**src/rtl/tcam_lookup_ctrl_if.sv**
```systemverilog
// tcam_lookup_ctrl_if: lookup request/result, table-write and TCAM-side
// signals of tcam_lookup_ctrl, grouped with master (host/TCAM side) and
// slave (controller side) views.
interface tcam_lookup_ctrl_if #(
  parameter int AW = 5,
  parameter int DW = 32
);
  logic          LKUP_VALID;
  logic [DW-1:0] LKUP_KEY;
  logic [DW-1:0] LKUP_MASK;
  logic          LKUP_READY;

  logic          RES_VALID;
  logic          RES_HIT;
  logic [AW-1:0] RES_ADDR;

  logic          WR_REQ;
  logic [AW-1:0] WR_ADDR;
  logic [DW-1:0] WR_DATA;
  logic [DW-1:0] WR_MASK;
  logic          WR_ACK;

  logic          TCAM_WE;
  logic [AW-1:0] TCAM_WR_ADDR;
  logic [DW-1:0] TCAM_DIN;
  logic [DW-1:0] TCAM_DATA_MASK;
  logic          TCAM_BUSY;
  logic [DW-1:0] TCAM_CMP_DIN;
  logic [DW-1:0] TCAM_CMP_DATA_MASK;
  logic          TCAM_MATCH;
  logic [AW-1:0] TCAM_MATCH_ADDR;

  modport master (
    output LKUP_VALID, LKUP_KEY, LKUP_MASK,
    input  LKUP_READY,
    input  RES_VALID, RES_HIT, RES_ADDR,
    output WR_REQ, WR_ADDR, WR_DATA, WR_MASK,
    input  WR_ACK,
    input  TCAM_WE, TCAM_WR_ADDR, TCAM_DIN, TCAM_DATA_MASK,
    output TCAM_BUSY,
    input  TCAM_CMP_DIN, TCAM_CMP_DATA_MASK,
    output TCAM_MATCH, TCAM_MATCH_ADDR
  );

  modport slave (
    input  LKUP_VALID, LKUP_KEY, LKUP_MASK,
    output LKUP_READY,
    output RES_VALID, RES_HIT, RES_ADDR,
    input  WR_REQ, WR_ADDR, WR_DATA, WR_MASK,
    output WR_ACK,
    output TCAM_WE, TCAM_WR_ADDR, TCAM_DIN, TCAM_DATA_MASK,
    input  TCAM_BUSY,
    output TCAM_CMP_DIN, TCAM_CMP_DATA_MASK,
    input  TCAM_MATCH, TCAM_MATCH_ADDR
  );
endinterface

```
**src/rtl/tcam_lookup_ctrl.sv**
```systemverilog
// tcam_lookup_ctrl: pipelined TCAM lookup front-end with priority table
// writes. Lookups stream one per cycle; a write request stops new lookups,
// drains in-flight ones, issues a single TCAM_WE and waits for TCAM_BUSY.
// Optional hit/miss statistics are built when TCAM_LOOKUP_STATS_EN is defined.
module tcam_lookup_ctrl #(
  parameter int C_TCAM_ADDR_WIDTH = 5,
  parameter int C_TCAM_DATA_WIDTH = 32,
  parameter int C_LOOKUP_LATENCY  = 1
) (
  input  logic               CLK,
  input  logic               RESET,
  tcam_lookup_ctrl_if.slave  bus,
  output logic [31:0]        HIT_CNT,
  output logic [31:0]        MISS_CNT
);

  typedef enum logic [1:0] {IDLE, DRAIN, WR_ISSUE, WR_WAIT} state_t;

  state_t                         r_state;
  logic                           r_we;
  logic                           r_ack;
  logic [C_TCAM_ADDR_WIDTH-1:0]   r_wr_addr;
  logic [C_TCAM_DATA_WIDTH-1:0]   r_wr_data;
  logic [C_TCAM_DATA_WIDTH-1:0]   r_wr_mask;

  logic [C_TCAM_DATA_WIDTH-1:0]   r_cmp_din;
  logic [C_TCAM_DATA_WIDTH-1:0]   r_cmp_mask;
  logic                           r_cmp_vld;
  logic [C_LOOKUP_LATENCY-1:0]    r_pipe;
  logic                           r_res_valid;
  logic                           r_res_hit;
  logic [C_TCAM_ADDR_WIDTH-1:0]   r_res_addr;

  logic                           w_ready;
  logic                           w_accept;
  logic                           w_pipe_empty;
  logic                           w_pipe_end;
  logic                           w_issue_ok;
  logic [C_LOOKUP_LATENCY-1:0]    w_pipe_next;

  // r_cmp_vld marks the cycle the key sits on TCAM_CMP_DIN; r_pipe then counts
  // the TCAM latency so its last stage lines up with a valid TCAM_MATCH.
  generate
    if (C_LOOKUP_LATENCY == 1) begin : g_pipe1
      assign w_pipe_next = r_cmp_vld;
    end else begin : g_pipen
      assign w_pipe_next = {r_pipe[C_LOOKUP_LATENCY-2:0], r_cmp_vld};
    end
  endgenerate

  assign w_ready      = (r_state == IDLE) & ~bus.TCAM_BUSY & ~bus.WR_REQ;
  assign w_accept     = bus.LKUP_VALID & w_ready;
  assign w_pipe_empty = ~r_cmp_vld & ~(|r_pipe);
  assign w_pipe_end   = r_pipe[C_LOOKUP_LATENCY-1];
  assign w_issue_ok   = w_pipe_empty & ~bus.TCAM_BUSY;

  // Write-control FSM; TCAM_WE and WR_ACK are registered single-cycle pulses.
  always_ff @(posedge CLK or posedge RESET) begin
    if (RESET) begin
      r_state   <= IDLE;
      r_we      <= 1'b0;
      r_ack     <= 1'b0;
      r_wr_addr <= '0;
      r_wr_data <= '0;
      r_wr_mask <= '0;
    end else begin
      r_we  <= 1'b0;
      r_ack <= 1'b0;
      case (r_state)
        IDLE: begin
          if (bus.WR_REQ) begin
            if (!w_pipe_empty) begin
              r_state <= DRAIN;
            end else if (!bus.TCAM_BUSY) begin
              r_state   <= WR_ISSUE;
              r_we      <= 1'b1;
              r_wr_addr <= bus.WR_ADDR;
              r_wr_data <= bus.WR_DATA;
              r_wr_mask <= bus.WR_MASK;
            end
          end
        end
        DRAIN: begin
          if (w_issue_ok) begin
            r_state   <= WR_ISSUE;
            r_we      <= 1'b1;
            r_wr_addr <= bus.WR_ADDR;
            r_wr_data <= bus.WR_DATA;
            r_wr_mask <= bus.WR_MASK;
          end
        end
        WR_ISSUE: r_state <= WR_WAIT;
        WR_WAIT: begin
          if (!bus.TCAM_BUSY) begin
            r_ack   <= 1'b1;
            r_state <= IDLE;
          end
        end
        default: r_state <= IDLE;
      endcase
    end
  end

  // Lookup datapath: capture key on accept, track it through the TCAM latency
  // and register the match result at the end of the pipeline.
  always_ff @(posedge CLK or posedge RESET) begin
    if (RESET) begin
      r_cmp_din   <= '0;
      r_cmp_mask  <= '0;
      r_cmp_vld   <= 1'b0;
      r_pipe      <= '0;
      r_res_valid <= 1'b0;
      r_res_hit   <= 1'b0;
      r_res_addr  <= '0;
    end else begin
      if (w_accept) begin
        r_cmp_din  <= bus.LKUP_KEY;
        r_cmp_mask <= bus.LKUP_MASK;
      end
      r_cmp_vld   <= w_accept;
      r_pipe      <= w_pipe_next;
      r_res_valid <= w_pipe_end;
      if (w_pipe_end) begin
        r_res_hit  <= bus.TCAM_MATCH;
        r_res_addr <= bus.TCAM_MATCH ? bus.TCAM_MATCH_ADDR : '0;
      end
    end
  end

`ifdef TCAM_LOOKUP_STATS_EN
  logic [31:0] r_hit_cnt;
  logic [31:0] r_miss_cnt;

  // Saturating hit/miss counters, bumped on each result strobe.
  always_ff @(posedge CLK or posedge RESET) begin
    if (RESET) begin
      r_hit_cnt  <= '0;
      r_miss_cnt <= '0;
    end else if (r_res_valid) begin
      if (r_res_hit && (r_hit_cnt != '1))
        r_hit_cnt <= r_hit_cnt + 32'd1;
      if (!r_res_hit && (r_miss_cnt != '1))
        r_miss_cnt <= r_miss_cnt + 32'd1;
    end
  end

  assign HIT_CNT  = r_hit_cnt;
  assign MISS_CNT = r_miss_cnt;
`else
  assign HIT_CNT  = '0;
  assign MISS_CNT = '0;
`endif

  assign bus.LKUP_READY         = w_ready;
  assign bus.RES_VALID          = r_res_valid;
  assign bus.RES_HIT            = r_res_hit;
  assign bus.RES_ADDR           = r_res_addr;
  assign bus.WR_ACK             = r_ack;
  assign bus.TCAM_WE            = r_we;
  assign bus.TCAM_WR_ADDR       = r_wr_addr;
  assign bus.TCAM_DIN           = r_wr_data;
  assign bus.TCAM_DATA_MASK     = r_wr_mask;
  assign bus.TCAM_CMP_DIN       = r_cmp_din;
  assign bus.TCAM_CMP_DATA_MASK = r_cmp_mask;

endmodule

```
**src/flat_wrapper.sv**
```systemverilog
// flat-port wrapper written by rule: the top's interface ports become plain ports
module tcam_lookup_ctrl_flat 
#(
  parameter int C_TCAM_ADDR_WIDTH = 5,
  parameter int C_TCAM_DATA_WIDTH = 32,
  parameter int C_LOOKUP_LATENCY  = 1
)
  (CLK, RESET, HIT_CNT, MISS_CNT, bus_LKUP_VALID, bus_LKUP_KEY, bus_LKUP_MASK, bus_LKUP_READY, bus_RES_VALID, bus_RES_HIT, bus_RES_ADDR, bus_WR_REQ, bus_WR_ADDR, bus_WR_DATA, bus_WR_MASK, bus_WR_ACK, bus_TCAM_WE, bus_TCAM_WR_ADDR, bus_TCAM_DIN, bus_TCAM_DATA_MASK, bus_TCAM_BUSY, bus_TCAM_CMP_DIN, bus_TCAM_CMP_DATA_MASK, bus_TCAM_MATCH, bus_TCAM_MATCH_ADDR);
  tcam_lookup_ctrl_if #(.AW((5)), .DW((32))) bus_i ();
  input  logic CLK;
  input  logic RESET;
  output logic [31:0] HIT_CNT;
  output logic [31:0] MISS_CNT;
  input wire logic [$bits(bus_i.LKUP_VALID)-1:0] bus_LKUP_VALID;
  input wire logic [$bits(bus_i.LKUP_KEY)-1:0] bus_LKUP_KEY;
  input wire logic [$bits(bus_i.LKUP_MASK)-1:0] bus_LKUP_MASK;
  output wire logic [$bits(bus_i.LKUP_READY)-1:0] bus_LKUP_READY;
  output wire logic [$bits(bus_i.RES_VALID)-1:0] bus_RES_VALID;
  output wire logic [$bits(bus_i.RES_HIT)-1:0] bus_RES_HIT;
  output wire logic [$bits(bus_i.RES_ADDR)-1:0] bus_RES_ADDR;
  input wire logic [$bits(bus_i.WR_REQ)-1:0] bus_WR_REQ;
  input wire logic [$bits(bus_i.WR_ADDR)-1:0] bus_WR_ADDR;
  input wire logic [$bits(bus_i.WR_DATA)-1:0] bus_WR_DATA;
  input wire logic [$bits(bus_i.WR_MASK)-1:0] bus_WR_MASK;
  output wire logic [$bits(bus_i.WR_ACK)-1:0] bus_WR_ACK;
  output wire logic [$bits(bus_i.TCAM_WE)-1:0] bus_TCAM_WE;
  output wire logic [$bits(bus_i.TCAM_WR_ADDR)-1:0] bus_TCAM_WR_ADDR;
  output wire logic [$bits(bus_i.TCAM_DIN)-1:0] bus_TCAM_DIN;
  output wire logic [$bits(bus_i.TCAM_DATA_MASK)-1:0] bus_TCAM_DATA_MASK;
  input wire logic [$bits(bus_i.TCAM_BUSY)-1:0] bus_TCAM_BUSY;
  output wire logic [$bits(bus_i.TCAM_CMP_DIN)-1:0] bus_TCAM_CMP_DIN;
  output wire logic [$bits(bus_i.TCAM_CMP_DATA_MASK)-1:0] bus_TCAM_CMP_DATA_MASK;
  input wire logic [$bits(bus_i.TCAM_MATCH)-1:0] bus_TCAM_MATCH;
  input wire logic [$bits(bus_i.TCAM_MATCH_ADDR)-1:0] bus_TCAM_MATCH_ADDR;
  assign bus_i.LKUP_VALID = bus_LKUP_VALID;
  assign bus_i.LKUP_KEY = bus_LKUP_KEY;
  assign bus_i.LKUP_MASK = bus_LKUP_MASK;
  assign bus_LKUP_READY = bus_i.LKUP_READY;
  assign bus_RES_VALID = bus_i.RES_VALID;
  assign bus_RES_HIT = bus_i.RES_HIT;
  assign bus_RES_ADDR = bus_i.RES_ADDR;
  assign bus_i.WR_REQ = bus_WR_REQ;
  assign bus_i.WR_ADDR = bus_WR_ADDR;
  assign bus_i.WR_DATA = bus_WR_DATA;
  assign bus_i.WR_MASK = bus_WR_MASK;
  assign bus_WR_ACK = bus_i.WR_ACK;
  assign bus_TCAM_WE = bus_i.TCAM_WE;
  assign bus_TCAM_WR_ADDR = bus_i.TCAM_WR_ADDR;
  assign bus_TCAM_DIN = bus_i.TCAM_DIN;
  assign bus_TCAM_DATA_MASK = bus_i.TCAM_DATA_MASK;
  assign bus_i.TCAM_BUSY = bus_TCAM_BUSY;
  assign bus_TCAM_CMP_DIN = bus_i.TCAM_CMP_DIN;
  assign bus_TCAM_CMP_DATA_MASK = bus_i.TCAM_CMP_DATA_MASK;
  assign bus_i.TCAM_MATCH = bus_TCAM_MATCH;
  assign bus_i.TCAM_MATCH_ADDR = bus_TCAM_MATCH_ADDR;
  tcam_lookup_ctrl #(.C_TCAM_ADDR_WIDTH(C_TCAM_ADDR_WIDTH), .C_TCAM_DATA_WIDTH(C_TCAM_DATA_WIDTH), .C_LOOKUP_LATENCY(C_LOOKUP_LATENCY)) u_core (.CLK(CLK), .RESET(RESET), .bus(bus_i), .HIT_CNT(HIT_CNT), .MISS_CNT(MISS_CNT));
endmodule
```
**config.mk**
```make
export PLATFORM = sky130hd
export DESIGN_NAME = tcam_lookup_ctrl_flat
export DESIGN_NICKNAME = d
export VERILOG_FILES = /design/src/rtl/tcam_lookup_ctrl_if.sv /design/src/rtl/tcam_lookup_ctrl.sv /design/src/flat_wrapper.sv
export SDC_FILE = /design/constraint.sdc
export NUM_CORES = 1
export LEC_CHECK = 0
export BUFFER_PORTS_ARGS = -buffer_cell sky130_fd_sc_hd__buf_4
export CAP_MARGIN = 20
export CORE_AREA = 3 3 135 137
export DETAILED_ROUTE_END_ITERATION = 8
export DIE_AREA = 0 0 138 140
export PLACE_DENSITY = 0.77
export SYNTH_ARGS = -nofsm -noshare
export SYNTH_HDL_FRONTEND = slang
export SYNTH_SLANG_ARGS = --single-unit
```
**constraint.sdc**
```tcl
create_clock -name CLK -period 4.5 [get_ports CLK]
set_clock_uncertainty 0.1 [all_clocks]
set_input_delay 0.45 -clock CLK [delete_from_list [all_inputs] [get_ports CLK]]
set_output_delay 0.45 -clock CLK [all_outputs]
set_load 0.05 [all_outputs]
```
==> results of run 1 <==
[synthesized netlist by cell type]
library cell / instances / area (sq um)
mux2i_1: 3 / 30.0
mux2_2: 124 / 1400
o21ai_0: 5 / 25.0
nor4_4: 1 / 21.3
nand2_1: 1 / 3.75
inv_1: 8 / 30.0
a21oi_1: 2 / 10.0
nor4_1: 1 / 6.26
buf_2: 7 / 35.0
nor2_1: 2 / 7.51
nand4bb_1: 1 / 11.3
mux2_1: 11 / 124
o31ai_1: 1 / 7.51
ha_1: 5 / 62.6
nor2b_1: 1 / 6.26
dfrtp_1: 146 / 3650
and2_1: 1 / 6.26
conb_1: 1 / 3.75
nand4_1: 1 / 6.26
clkbuf_1: 2 / 7.51
nand3_1: 5 / 25.0
buf_4: 70 / 526
nand2b_1: 1 / 6.26
buf_6: 1 / 11.3
nor3b_2: 1 / 12.5
[flip-flops by register name (all words and copies together), names as in the netlist, 2 cells and up]
| register | flops |
|---|---|
| u_core.bus.TCAM_CMP_DATA_MASK | 32 |
| u_core.bus.TCAM_CMP_DIN | 32 |
| u_core.bus.TCAM_DATA_MASK | 32 |
| u_core.bus.TCAM_DIN | 32 |
| u_core.bus.RES_ADDR | 5 |
| u_core.bus.TCAM_WR_ADDR | 5 |
| u_core.r_state | 2 |
[final cells by class]
cell class              instances  share of cell area [%]
clock inverters                14                    1.74
well taps                     225                    3.22
inverters                       8                   0.400
repair buffers                292                    25.0
flip-flops and latches        146                    41.7
clock buffers                  18                    4.90
multi-input cells             231                    23.0
[power by group through the flow]
stage	Sequential, mW	Clock [mW]	Combinational [mW]
2_1_floorplan	4.54	0	0.994
3_3_place_gp	2.30	0	4.55
3_5_place_dp	2.33	0	4.60
4_1_cts	2.31	1.43	4.60
5_1_grt	2.39	1.49	4.74
6_report	2.30	1.39	4.55
[worst paths after layout]
kind | to | from | depth (start not counted) | slack [ns]
worst min-delay path | u_core.bus.TCAM_CMP_DIN[5] | RESET | 2 | 0.05
worst min register to register | u_core.bus.TCAM_DIN[18] | u_core.bus.TCAM_DIN[18] | 1 | 0.38
max in group asynchronous | u_core.bus.TCAM_DATA_MASK[15] | RESET | 3 | 3.23
worst max register to register | u_core.bus.TCAM_CMP_DATA_MASK[14] | u_core.r_state[1] | 6 | 1.77
min in group CLK | u_core.bus.TCAM_CMP_DIN[0] | bus_LKUP_KEY[0] | 2 | 0.15
worst max-delay path | u_core.bus.TCAM_CMP_DATA_MASK[14] | u_core.r_state[1] | 6 | 1.77
[layout by cell type, fill, tap and decap left out, drive strengths merged]
cell type,instances
nand2,1
clkbuf,18
clkinvlp,1
nand4bb,1
nand4,1
nor4,2
a21oi,2
nor2,2
nand3,5
buf,292
bufinv,2
o21ai,5
o31ai,1
mux2,135
conb,64
and2,1
nand2b,1
nor3b,1
ha,5
clkinv,7
dfrtp,146
nor2b,1
mux2i,3
inv,12
[cell families (layout without fill, tap and decap cells)]
group           after synthesis  after routing  synth area share, %
fa+ha+maj                     5              5                 1.04
mux                         138            138                 25.7
simple gates                 16             16                 1.87
other cells                   1             64               0.0621
flops                       146            146                 60.5
compound gates                8              8                0.705
buf+inv                      88            332                 10.1
[layer usage]
metal | vias up | GRT usage (%)
met2 | 206 | 25.1
li1 | 1847 | -
met5 | - | 0
met1 | 1975 | 16.0
met4 | 4 | 5.46
met3 | 26 | 6.90
[critical path, cell delays in order, from the launching register on]
cell	delay, ns
dfrtp_1	0.40
inv_1	0.12
ha_1	0.26
nor3b_2	0.21
and2_2	0.72
buf_4	0.40
mux2_2	0.37
[metrics by stage]
stage	std cells	power, mW
after detailed placement	902	6.93
final	934	8.24
after floorplan	465	5.54
after CTS	934	8.34
after global routing	934	8.62
after global placement	902	6.86
==> summary.md, run 1 <==
| Metric | Value |
|---|---|
| Final Max Tran Viols | 0 |
| Die H | 140 microns |
| Fin. Hold Viols | 0 |
| Worst EP required | 4.69 ns |
| Final core occ | around 51% |
| Clk_lat worst skew | approximately 0.41 ns |
| Period utilization | approximately three fifths |
| Critical Setup Path Class | register to register |
| F_max | roughly 370 MHz |
| CTS tree | built |
| Final wirelength | 14300 microns |
| Flop pwr share | roughly 28% |
| Core area | between 15000 and 20000 sq um |
| Gate Count Post-Synth | between 400 and 500 |
| Sequential cell area | around 3700 sq um |
| CTS sink count | roughly 150 |
| Total track usage | 14.7% |
| Setup crit start kind | register |
| Slew margin rel. | a little over two fifths |
| Clk buf depth | 2 |
| Placed standard-cell area | 8170 sq um |
| Final worst-path setup slack | 1.77 ns |
| Multi-input gate area | roughly 2000 sq um |
| Setup violators final | 0 |
| Fillers | between 1500 and 2000 |
| N_diodes | 0 |
| H-tree Lvls | 4 |
| Root buffer cell | clkbuf_16 |
| Synthesis-to-layout area growth | 45.1% |
| RePlAce Congestion | 0.755 |
| First-pass GRT wire length | roughly 23000 microns |
| Max rail drop VDD | between 0.4 and 0.5 mV |
| Uppermost routed layer | met5 |
| Largest net degree at the start of global routing | 82 |
| Hold buffers post-CTS | 0 |
| # rows | between 40 and 50 |
| Total CTS buffers | 17 |
| Met1 WL | 5310 microns |
| PortBufs | about 290 |
| Drt wl/cell | 15.3 microns |
| HP Class | input pin to async pin |
| Pre-CTS WS | roughly 1.8 ns |
| Combinational Power Share | a little under three fifths |
| Antenna viol nets, final | 0 |
| Number of synthesized register bits | about 150 |
| Mean post-synth cell area | about 15 sq um |
| Max-cap viol count | 0 |
| Min Tclk post-route | between 2 and 3 ns |
| DIE AREA | a little under 20000 sq um |
| Die X | 138 microns |
| Met3 wire len | 1420 microns |
| YS warnings | 0 |
| CP arrival | between 2 and 3 ns |
| Fin nets | about 850 |
| NetSw | between 3 and 4 mW |
| PwrDens | between 900 and 1000 nW/um^2 |
| Reg clk slew, reported paths | 0.07 ns |
| WHS | 0.0544 ns |
| DRC viols | 0 |
| Vias in the first global route | 4315 |
| Clock Power Share | between 15 and 20% |
| Seq/Total Area, Yosys | 60.5% |
| Layout cell share with drive strength beyond 1 | roughly 64% |
| # Post-CTS Setup Buffers | 0 |
| RSZ-0062 raised after global routing | no |
| IO Pins | 351 |
| Antenna violations before repair | 2 |
| Setup TNS | 0 ns |
| PostCTS Resize Cnt | 0 |
| Via density | roughly 4.3 |
| Met2 Routed Length | around 7300 microns |
| Lkg Pwr | around 4.3 nW |
| Internal Power | 4.26 mW |
| Finished Cell Area | between 8000 and 9000 sq um |
| Drt pass-1 iters | 4 |
| Detailed Route Iter0 Violations | 110 |
| Status | finished clean |
| Crit-path max FO | 36 |
| Worst-margin pin slew | roughly 0.85 ns |
| Total gr overflow | 0 |
| Switching share of power | 48.3% |
| Post-DP HPWL | about 11000 microns |
| Worst setup EP type | register |
| Post-Syn Area | ~6000 sq um |
| Unique masters post-synth | 25 |
| Routed vias | 4058 |
| Starting Density | between 30% and 40% |
No activity file was read; power rests on OpenSTA's default activity.
==> inputs of run 2 (changes only) <==
--- a/config.mk
+++ b/config.mk
@@ -7,10 +7,10 @@
 export LEC_CHECK = 0
 export BUFFER_PORTS_ARGS = -buffer_cell sky130_fd_sc_hd__buf_4
 export CAP_MARGIN = 20
-export CORE_AREA = 3 3 135 137
+export CORE_AREA = 3 3 136 138
 export DETAILED_ROUTE_END_ITERATION = 8
-export DIE_AREA = 0 0 138 140
-export PLACE_DENSITY = 0.77
+export DIE_AREA = 0 0 139 141
+export PLACE_DENSITY = 0.73
 export SYNTH_ARGS = -nofsm -noshare
 export SYNTH_HDL_FRONTEND = slang
 export SYNTH_SLANG_ARGS = --single-unit
==> constraint.sdc (replaced) <==
create_clock -name CLK -period 2.8 [get_ports CLK]
set_clock_uncertainty 0.1 [all_clocks]
set_input_delay 0.28 -clock CLK [delete_from_list [all_inputs] [get_ports CLK]]
set_output_delay 0.28 -clock CLK [all_outputs]
set_load 0.05 [all_outputs]
==> run 2 against run 1 <==
  * Global-route usage grew 2.0 points
  * First-iteration DRC count grew 55%
  * Largest cell class unchanged
  * Cell count grew 15%
  * Total power grew 65%
  * Count of clock-buffer cells in the layout grew 2
  * Critical endpoint is now u_core.bus.TCAM_CMP_DIN[7]
  * Combinational power grew 65%
  * Register-to-register slack lost 1.2 ns
  * Sequential share of layout area shrank 5.9 points
==> summary.md, run 2 (synthesized netlist as in run 1, its figures left out) <==
| Metric | Value |
|---|---|
| Status | finished clean (unchanged) |
| RePlAce Congestion | 0.736 (was 0.755) |
| # rows | 48 (unchanged) |
| Min Tclk post-route | 2.25 ns (was 2.73 ns) |
| IO Pins | 351 (unchanged) |
| Worst-margin pin slew | 0.549 ns (was 0.848 ns) |
| Total track usage | 16.7% (was 14.7%) |
| Reg clk slew, reported paths | 0.06 ns (was 0.07 ns) |
| Clk buf depth | 2 (unchanged) |
| Setup crit start kind | register (unchanged) |
| H-tree Lvls | 4 (unchanged) |
| CTS sink count | 146 (unchanged) |
| Total power | 13.6 mW (was 8.24 mW) |
| Critical Setup Path Class | register to register (unchanged) |
| Vias in the first global route | 5045 (was 4315) |
| PwrDens | 1330 nW/um^2 (was 942 nW/um^2) |
| Final Max Tran Viols | 0 (unchanged) |
| Final worst-path setup slack | 0.550 ns (was 1.77 ns) |
| F_max | 444 MHz (was 367 MHz) |
| Lkg Pwr | 4.93 nW (was 4.34 nW) |
| Antenna violations before repair | 0 (was 2) |
| Die X | 139 microns (was 138 microns) |
| Worst setup EP type | register (unchanged) |
| Fillers | 1319 (was 1541) |
| Drt pass-1 iters | 4 (unchanged) |
| Min-Delay Path Depth | 2 |
| CP arrival | 2.44 ns (was 2.92 ns) |
| Drt wl/cell | 15.6 microns (was 15.3 microns) |
| Max-cap viol count | 0 (unchanged) |
| # Post-CTS Setup Buffers | 0 (unchanged) |
| Layout cell share with drive strength beyond 1 | 53.0% (was 63.6%) |
| Root buffer cell | clkbuf_16 (unchanged) |
| Final wirelength | 16700 microns (was 14300 microns) |
| Setup violators final | 0 (unchanged) |
| CTS tree | built (unchanged) |
| Reg2reg end | u_core.bus.TCAM_CMP_DIN[7] (was u_core.bus.TCAM_CMP_DATA_MASK[14]) |
| CP cell instances | inv_1 -> ha_1 -> nor3b_2 -> and2_2 -> buf_4 -> mux2_2 (unchanged) |
| Total CTS buffers | 17 (unchanged) |
| Most frequent cells in the layout | 289 x buf_4, 146 x dfrtp_1, 139 x dlygate4sd3_1, 124 x mux2_2, 64 x conb_1 (was 292 x buf_4, 146 x dfrtp_1, 124 x mux2_2, 64 x conb_1, 17 x clkbuf_16) |
| Hold path start | bus_WR_ADDR[1] |
| Most common cell after layout, fill and taps aside | buf_4 (unchanged) |
| Detailed Route Iter0 Violations | 171 (was 110) |
| Worst EP required | 2.99 ns (was 4.69 ns) |
| CP top delay family | simple AND/OR/NAND/NOR gates (unchanged) |
| Pre-CTS WS | 0.529 ns (was 1.76 ns) |
| PortBufs | 286 (unchanged) |
| Crit-path max FO | 17 (was 36) |
| Hold Crit Endpoint | u_core.bus.TCAM_WR_ADDR[1] |
| R2r startpoint | u_core.r_state[1] (unchanged) |
| Max rail drop VDD | 0.893 mV (was 0.462 mV) |
| Starting Density | 34.9% (was 35.1%) |
| Die H | 141 microns (was 140 microns) |
| DIE AREA | 19600 sq um (was 19300 sq um) |
| N_diodes | 0 (unchanged) |
| Routed vias | 4620 (was 4058) |
| DRC viols | 0 (unchanged) |
| Slowest Stage Delay on Critical Path | 0.39 ns (was 0.72 ns) |
| Antenna viol nets, final | 0 (unchanged) |
| Slew margin rel. | 63.4% (was 43.5%) |
| Clk_lat worst skew | 0.40 ns (was 0.41 ns) |
| R2r worst-path depth | 6 (unchanged) |
| Flop-to-flop setup slack | 0.55 ns (was 1.77 ns) |
| RSZ-0062 raised after global routing | no (unchanged) |
| Synthesis-to-layout area growth | 69.0% (was 45.1%) |
| Setup TNS | 0 ns (unchanged) |
| Total gr overflow | 0 (unchanged) |
| Critical path buffer and inverter count | 2 (unchanged) |
| Post-DP HPWL | 10600 microns (was 11100 microns) |
| HP Class | input pin to register (was input pin to async pin) |
| Fin nets | 984 (was 845) |
| Largest net degree at the start of global routing | 79 (was 82) |
| Via density | 4.31 (was 4.34) |
| First-pass GRT wire length | 26200 microns (was 22600 microns) |
| Core area | 17300 sq um (was 17200 sq um) |
| Period utilization | 80.4% (was 60.6%) |
| Fin. Hold Viols | 0 (unchanged) |
| Crit-path slowest cell | dfrtp_1 (was and2_2) |
[run 2: changes by cell type in the layout (fill, tap and decap cells not counted)]
cell           previous run  this run
clkbuf_8                  0         1
buf_4                   292       289
clkbuf_1                  1         2
buf_12                    0         3
clkinv_2                  3         1
clkinvlp_4                1         3
inv_6                     5         3
bufinv_16                 2         3
dlygate4sd3_1             0       139
clkinv_4                  4         2
[run 2: worst register-to-register path, delay by kind of cell, from the launching register on]
family / cells / cell delay [ns]
adders and majority gates: 1 / 0.25
buffers and inverters: 2 / 0.44
DFF: 1 / 0.39
muxes: 1 / 0.37
and+or+nand+nor: 2 / 0.59
[run 2: timing repair]
| action | CTS | global route |
|---|---|---|
| hold buffers | 138 | 1 |
| gates resized for setup | 0 | 0 |
| endpoints found under the hold margin | 156 | 1 |
[run 2: power breakdown]
group / internal (mW) / switching (mW)
clock: 1.43 / 0.896
sequential: 3.16 / 0.577
combinational: 2.51 / 5.02
total: 7.10 / 6.49
[run 2: metal layers]
metal	global-route usage (%)	vias to the layer above	share of wire [%]	wire length, microns
met1	17.9	2229	36	6080
met5	0	-	0	0
met3	7.19	35	9.3	1560
met4	6.44	0	2.5	412
li1	-	2120	-	-
met2	29.4	236	52	8660
[run 2: layout make-up]
type	instances	area, sq um	share of cell area (%)
Multi-Input combinational cell	231	2010	19.7
Tap cell	225	282	2.76
Clock inverter	11	154	1.51
Timing Repair Buffer	431	3620	35.5
Clock buffer	20	447	4.38
Inverter	8	33.8	0.331
Sequential cell	146	3650	35.8
[run 2: metrics by stage]
| step | utilization, % | hold WS (ns) | instances | area (sq um) |
|---|---|---|---|---|
| final | 59.0 | 0.0281 | 1072 | 10200 |
| after global routing | 59.0 | 0.00326 | 1072 | 10200 |
| after CTS | 58.9 | 0.00188 | 1071 | 10200 |
| after detailed placement | 47.5 | 0.242 | 902 | 8210 |
| after global placement | 47.5 | 0.240 | 902 | 8210 |
| after floorplan | - | 0.246 | 465 | 6270 |
[run 2: worst max-delay path by stage]
stage                 startpoint                           endpoint  slack (ns)  cells past startpoint
6_report       u_core.r_state[1]         u_core.bus.TCAM_CMP_DIN[7]        0.55                      6
5_1_grt        u_core.r_state[1]         u_core.bus.TCAM_CMP_DIN[7]        0.43                      6
4_1_cts        u_core.r_state[0]         u_core.bus.TCAM_CMP_DIN[7]        0.53                      6
3_5_place_dp   u_core.r_state[0]         u_core.bus.TCAM_CMP_DIN[7]        0.53                      6
3_3_place_gp   u_core.r_state[0]  u_core.bus.TCAM_CMP_DATA_MASK[28]        0.57                      6
2_1_floorplan  u_core.r_state[0]   u_core.bus.TCAM_CMP_DATA_MASK[0]        0.22                      7
==> inputs of run 3 (changes only) <==
--- a/config.mk
+++ b/config.mk
@@ -7,10 +7,10 @@
 export LEC_CHECK = 0
 export BUFFER_PORTS_ARGS = -buffer_cell sky130_fd_sc_hd__buf_4
 export CAP_MARGIN = 20
-export CORE_AREA = 3 3 136 138
+export CORE_AREA = 3 3 135 137
 export DETAILED_ROUTE_END_ITERATION = 8
-export DIE_AREA = 0 0 139 141
-export PLACE_DENSITY = 0.73
+export DIE_AREA = 0 0 138 140
+export PLACE_DENSITY = 0.77
 export SYNTH_ARGS = -nofsm -noshare
 export SYNTH_HDL_FRONTEND = slang
 export SYNTH_SLANG_ARGS = --single-unit
==> constraint.sdc (replaced) <==
create_clock -name CLK -period 1.95 [get_ports CLK]
set_clock_uncertainty 0.1 [all_clocks]
set_input_delay 0.195 -clock CLK [delete_from_list [all_inputs] [get_ports CLK]]
set_output_delay 0.195 -clock CLK [all_outputs]
set_load 0.05 [all_outputs]
==> run 3 against run 2 <==
  * The run now ends with setup timing left
  * Via count up 2.9%
  * Hold slack better by 0.028 ns
  * Die area down 1.4%
  * Highest routed layer unchanged
==> summary.md, run 3 (synthesized netlist as in run 1, its figures left out) <==
| Metric | Value |
|---|---|
| Status | complete, but fails checks (was finished clean) |
| Failing checks | setup timing |
| Fin. Hold Viols | 0 (unchanged) |
| RSZ-0062 raised after global routing | yes (was no) |
| Met2 Usage GRT | 32.2% (was 29.4%) |
| Most frequent cells in the layout | 309 x buf_4, 146 x dlygate4sd3_1, 146 x dfrtp_1, 121 x mux2_2, 64 x conb_1 (was 289 x buf_4, 146 x dfrtp_1, 139 x dlygate4sd3_1, 124 x mux2_2, 64 x conb_1) |
| Slowest Stage Delay on Critical Path | 0.41 ns (was 0.39 ns) |
| Drt pass-1 iters | 4 (unchanged) |
| Worst setup EP type | register (unchanged) |
| Hold Crit Endpoint | u_core.bus.TCAM_WE (was u_core.bus.TCAM_WR_ADDR[1]) |
| CTS tree | built (unchanged) |
| Crit-path max FO | 10 (was 17) |
| Max-cap viol count | 0 (unchanged) |
| Min-Delay Path Depth | 3 (was 2) |
| Final Max Tran Viols | 0 (unchanged) |
| CP arrival | 2.16 ns (was 2.44 ns) |
| Crit-path slowest cell | dfrtp_1 (unchanged) |
| Setup TNS | -0.104 ns (was 0 ns) |
| Final wirelength | 17800 microns (was 16700 microns) |
| # rows | 48 (unchanged) |
| Post-DP HPWL | 11600 microns (was 10600 microns) |
| Period utilization | 101% (was 80.4%) |
| Met1 Track Usage GR | 19.5% (was 17.9%) |
| Total power | 19.9 mW (was 13.6 mW) |
| Worst EP required | 2.14 ns (was 2.99 ns) |
| HP Class | input pin to register (unchanged) |
| Final worst-path setup slack | -0.0211 ns (was 0.550 ns) |
| Antenna viol nets, final | 0 (unchanged) |
| Reg2reg end | u_core.bus.TCAM_DIN[16] (was u_core.bus.TCAM_CMP_DIN[7]) |
| Setup crit start kind | register (unchanged) |
| GRT busiest layer | met2 (unchanged) |
| F_max | 507 MHz (was 444 MHz) |
| Flop-to-flop setup slack | -0.02 ns (was 0.55 ns) |
| DRC viols | 0 (unchanged) |
| Final core occ | 61.7% (was 59.0%) |
| Die H | 140 microns (was 141 microns) |
| Finished Cell Area | 10600 sq um (was 10200 sq um) |
| Starting Density | 35.1% (was 34.9%) |
| Lkg Pwr | 5.12 nW (was 4.93 nW) |
| First-pass GRT wire length | 28000 microns (was 26200 microns) |
| Critical Setup Path Class | register to register (unchanged) |
| Reg clk slew, reported paths | 0.06 ns (about the same) |
| Total CTS buffers | 17 (unchanged) |
| Total gr overflow | 0 (unchanged) |
| CTS sink count | 146 (unchanged) |
| Hold path start | bus_WR_REQ (was bus_WR_ADDR[1]) |
| Root buffer cell | clkbuf_16 (unchanged) |
| Max rail drop VDD | 1.11 mV (was 0.893 mV) |
| Met3 GRT Util | 6.62% (was 7.19%) |
| Largest net degree at the start of global routing | 73 (was 79) |
| Routed vias | 4755 (was 4620) |
| Die X | 138 microns (was 139 microns) |
| Synthesis-to-layout area growth | 75.8% (was 69.0%) |
| Clk_lat worst skew | 0.41 ns (was 0.40 ns) |
| CP cell instances | inv_2 -> ha_4 -> mux2i_1 -> nor4_4 -> buf_4 -> buf_12 -> clkbuf_16 -> mux2_1 (was inv_1 -> ha_1 -> nor3b_2 -> and2_2 -> buf_4 -> mux2_2) |
| Via density | 4.30 (was 4.31) |
| DIE AREA | 19300 sq um (was 19600 sq um) |
| Detailed Route Iter0 Violations | 112 (was 171) |
| Vias in the first global route | 5303 (was 5045) |
| Setup violators final | 12 (was 0) |
| Antenna violations before repair | 0 (unchanged) |
| PwrDens | 1870 nW/um^2 (was 1330 nW/um^2) |
| Most common cell after layout, fill and taps aside | buf_4 (unchanged) |
| R2r startpoint | u_core.r_state[0] (was u_core.r_state[1]) |
| Clk buf depth | 2 (unchanged) |
| IO Pins | 351 (unchanged) |
| Min Tclk post-route | 1.97 ns (was 2.25 ns) |
| R2r worst-path depth | 8 (was 6) |
| Layout cell share with drive strength beyond 1 | 54.6% (was 53.0%) |
| Total track usage | 18.0% (was 16.7%) |
| Placed standard-cell area | 8410 sq um (was 8210 sq um) |
| RePlAce Congestion | 0.761 (was 0.736) |
| PortBufs | 286 (unchanged) |
| Drt wl/cell | 16.1 microns (was 15.6 microns) |
| Core area | 17200 sq um (was 17300 sq um) |
| Fin nets | 1019 (was 984) |
| H-tree Lvls | 4 (unchanged) |
| N_diodes | 0 (unchanged) |
[run 3: changes by cell type in the layout (fill, tap and decap cells not counted), sizes merged]
cell / previous run / this run
inv: 10 / 8
bufinv: 3 / 1
buf: 292 / 316
clkbuf: 20 / 27
dlygate4sd3: 139 / 146
clkinv: 3 / 2
clkinvlp: 3 / 4
[run 3: metrics by stage]
| stage | cells | hold slack, ns | worst slack [ns] |
|---|---|---|---|
| global route | 1106 | 0.0538 | -0.106 |
| finish | 1106 | 0.0565 | -0.0211 |
| detailed placement | 918 | 0.0964 | 0.0227 |
| CTS | 1094 | 0.0320 | 0.00677 |
| global placement | 918 | 0.0921 | 0.0761 |
| floorplan | 465 | 0.161 | -0.281 |
[run 3: report_power, final]
| group | internal [mW] | switching [mW] |
|---|---|---|
| registers | 4.54 | 0.848 |
| clock network | 1.92 | 1.23 |
| logic | 3.98 | 7.36 |
| total | 10.4 | 9.44 |
[run 3: worst max-delay path by stage]
stage,from,to,slack [ns]
final,u_core.r_state[0],u_core.bus.TCAM_DIN[16],-0.02
after global routing,u_core.r_state[1],u_core.bus.TCAM_DATA_MASK[19],-0.11
after CTS,u_core.r_state[0],u_core.bus.TCAM_DIN[10],0.007
after detailed placement,u_core.r_state[0],u_core.bus.TCAM_DIN[4],0.02
after global placement,u_core.r_state[0],u_core.bus.TCAM_DATA_MASK[21],0.08
after floorplan,u_core.r_state[1],u_core.bus.TCAM_CMP_DATA_MASK[10],-0.28
[run 3: worst max-delay path, delay by kind of cell (launching register included)]
kind | cells | cell delay [ns]
mux | 2 | 0.58
buf+inv | 4 | 0.56
flops | 1 | 0.41
fa+ha+maj | 1 | 0.15
simple gates | 1 | 0.06
[run 3: metal layers]
metal  routed length, microns  vias up
li1                         -     2183
met1                     6520     2305
met2                     9460      233
met3                     1360       34
met4                      430        0
met5                        0        -
[run 3: timing repair]
action	in CTS	in global routing
hold buffers	146	0
gates resized for setup	0	1
setup endpoints to repair	0	106
buffers inserted	0	8
endpoints found under the hold margin	152	0
[run 3: area by class of cell]
type / count / area (sq um)
flip-flops and latches: 146 / 3650
clock inverters: 7 / 75.1
well taps: 225 / 282
repair buffers: 466 / 4020
fillers: 1231 / 6570
inverters: 8 / 33.8
multi-input cells: 231 / 2040
clock buffers: 23 / 498
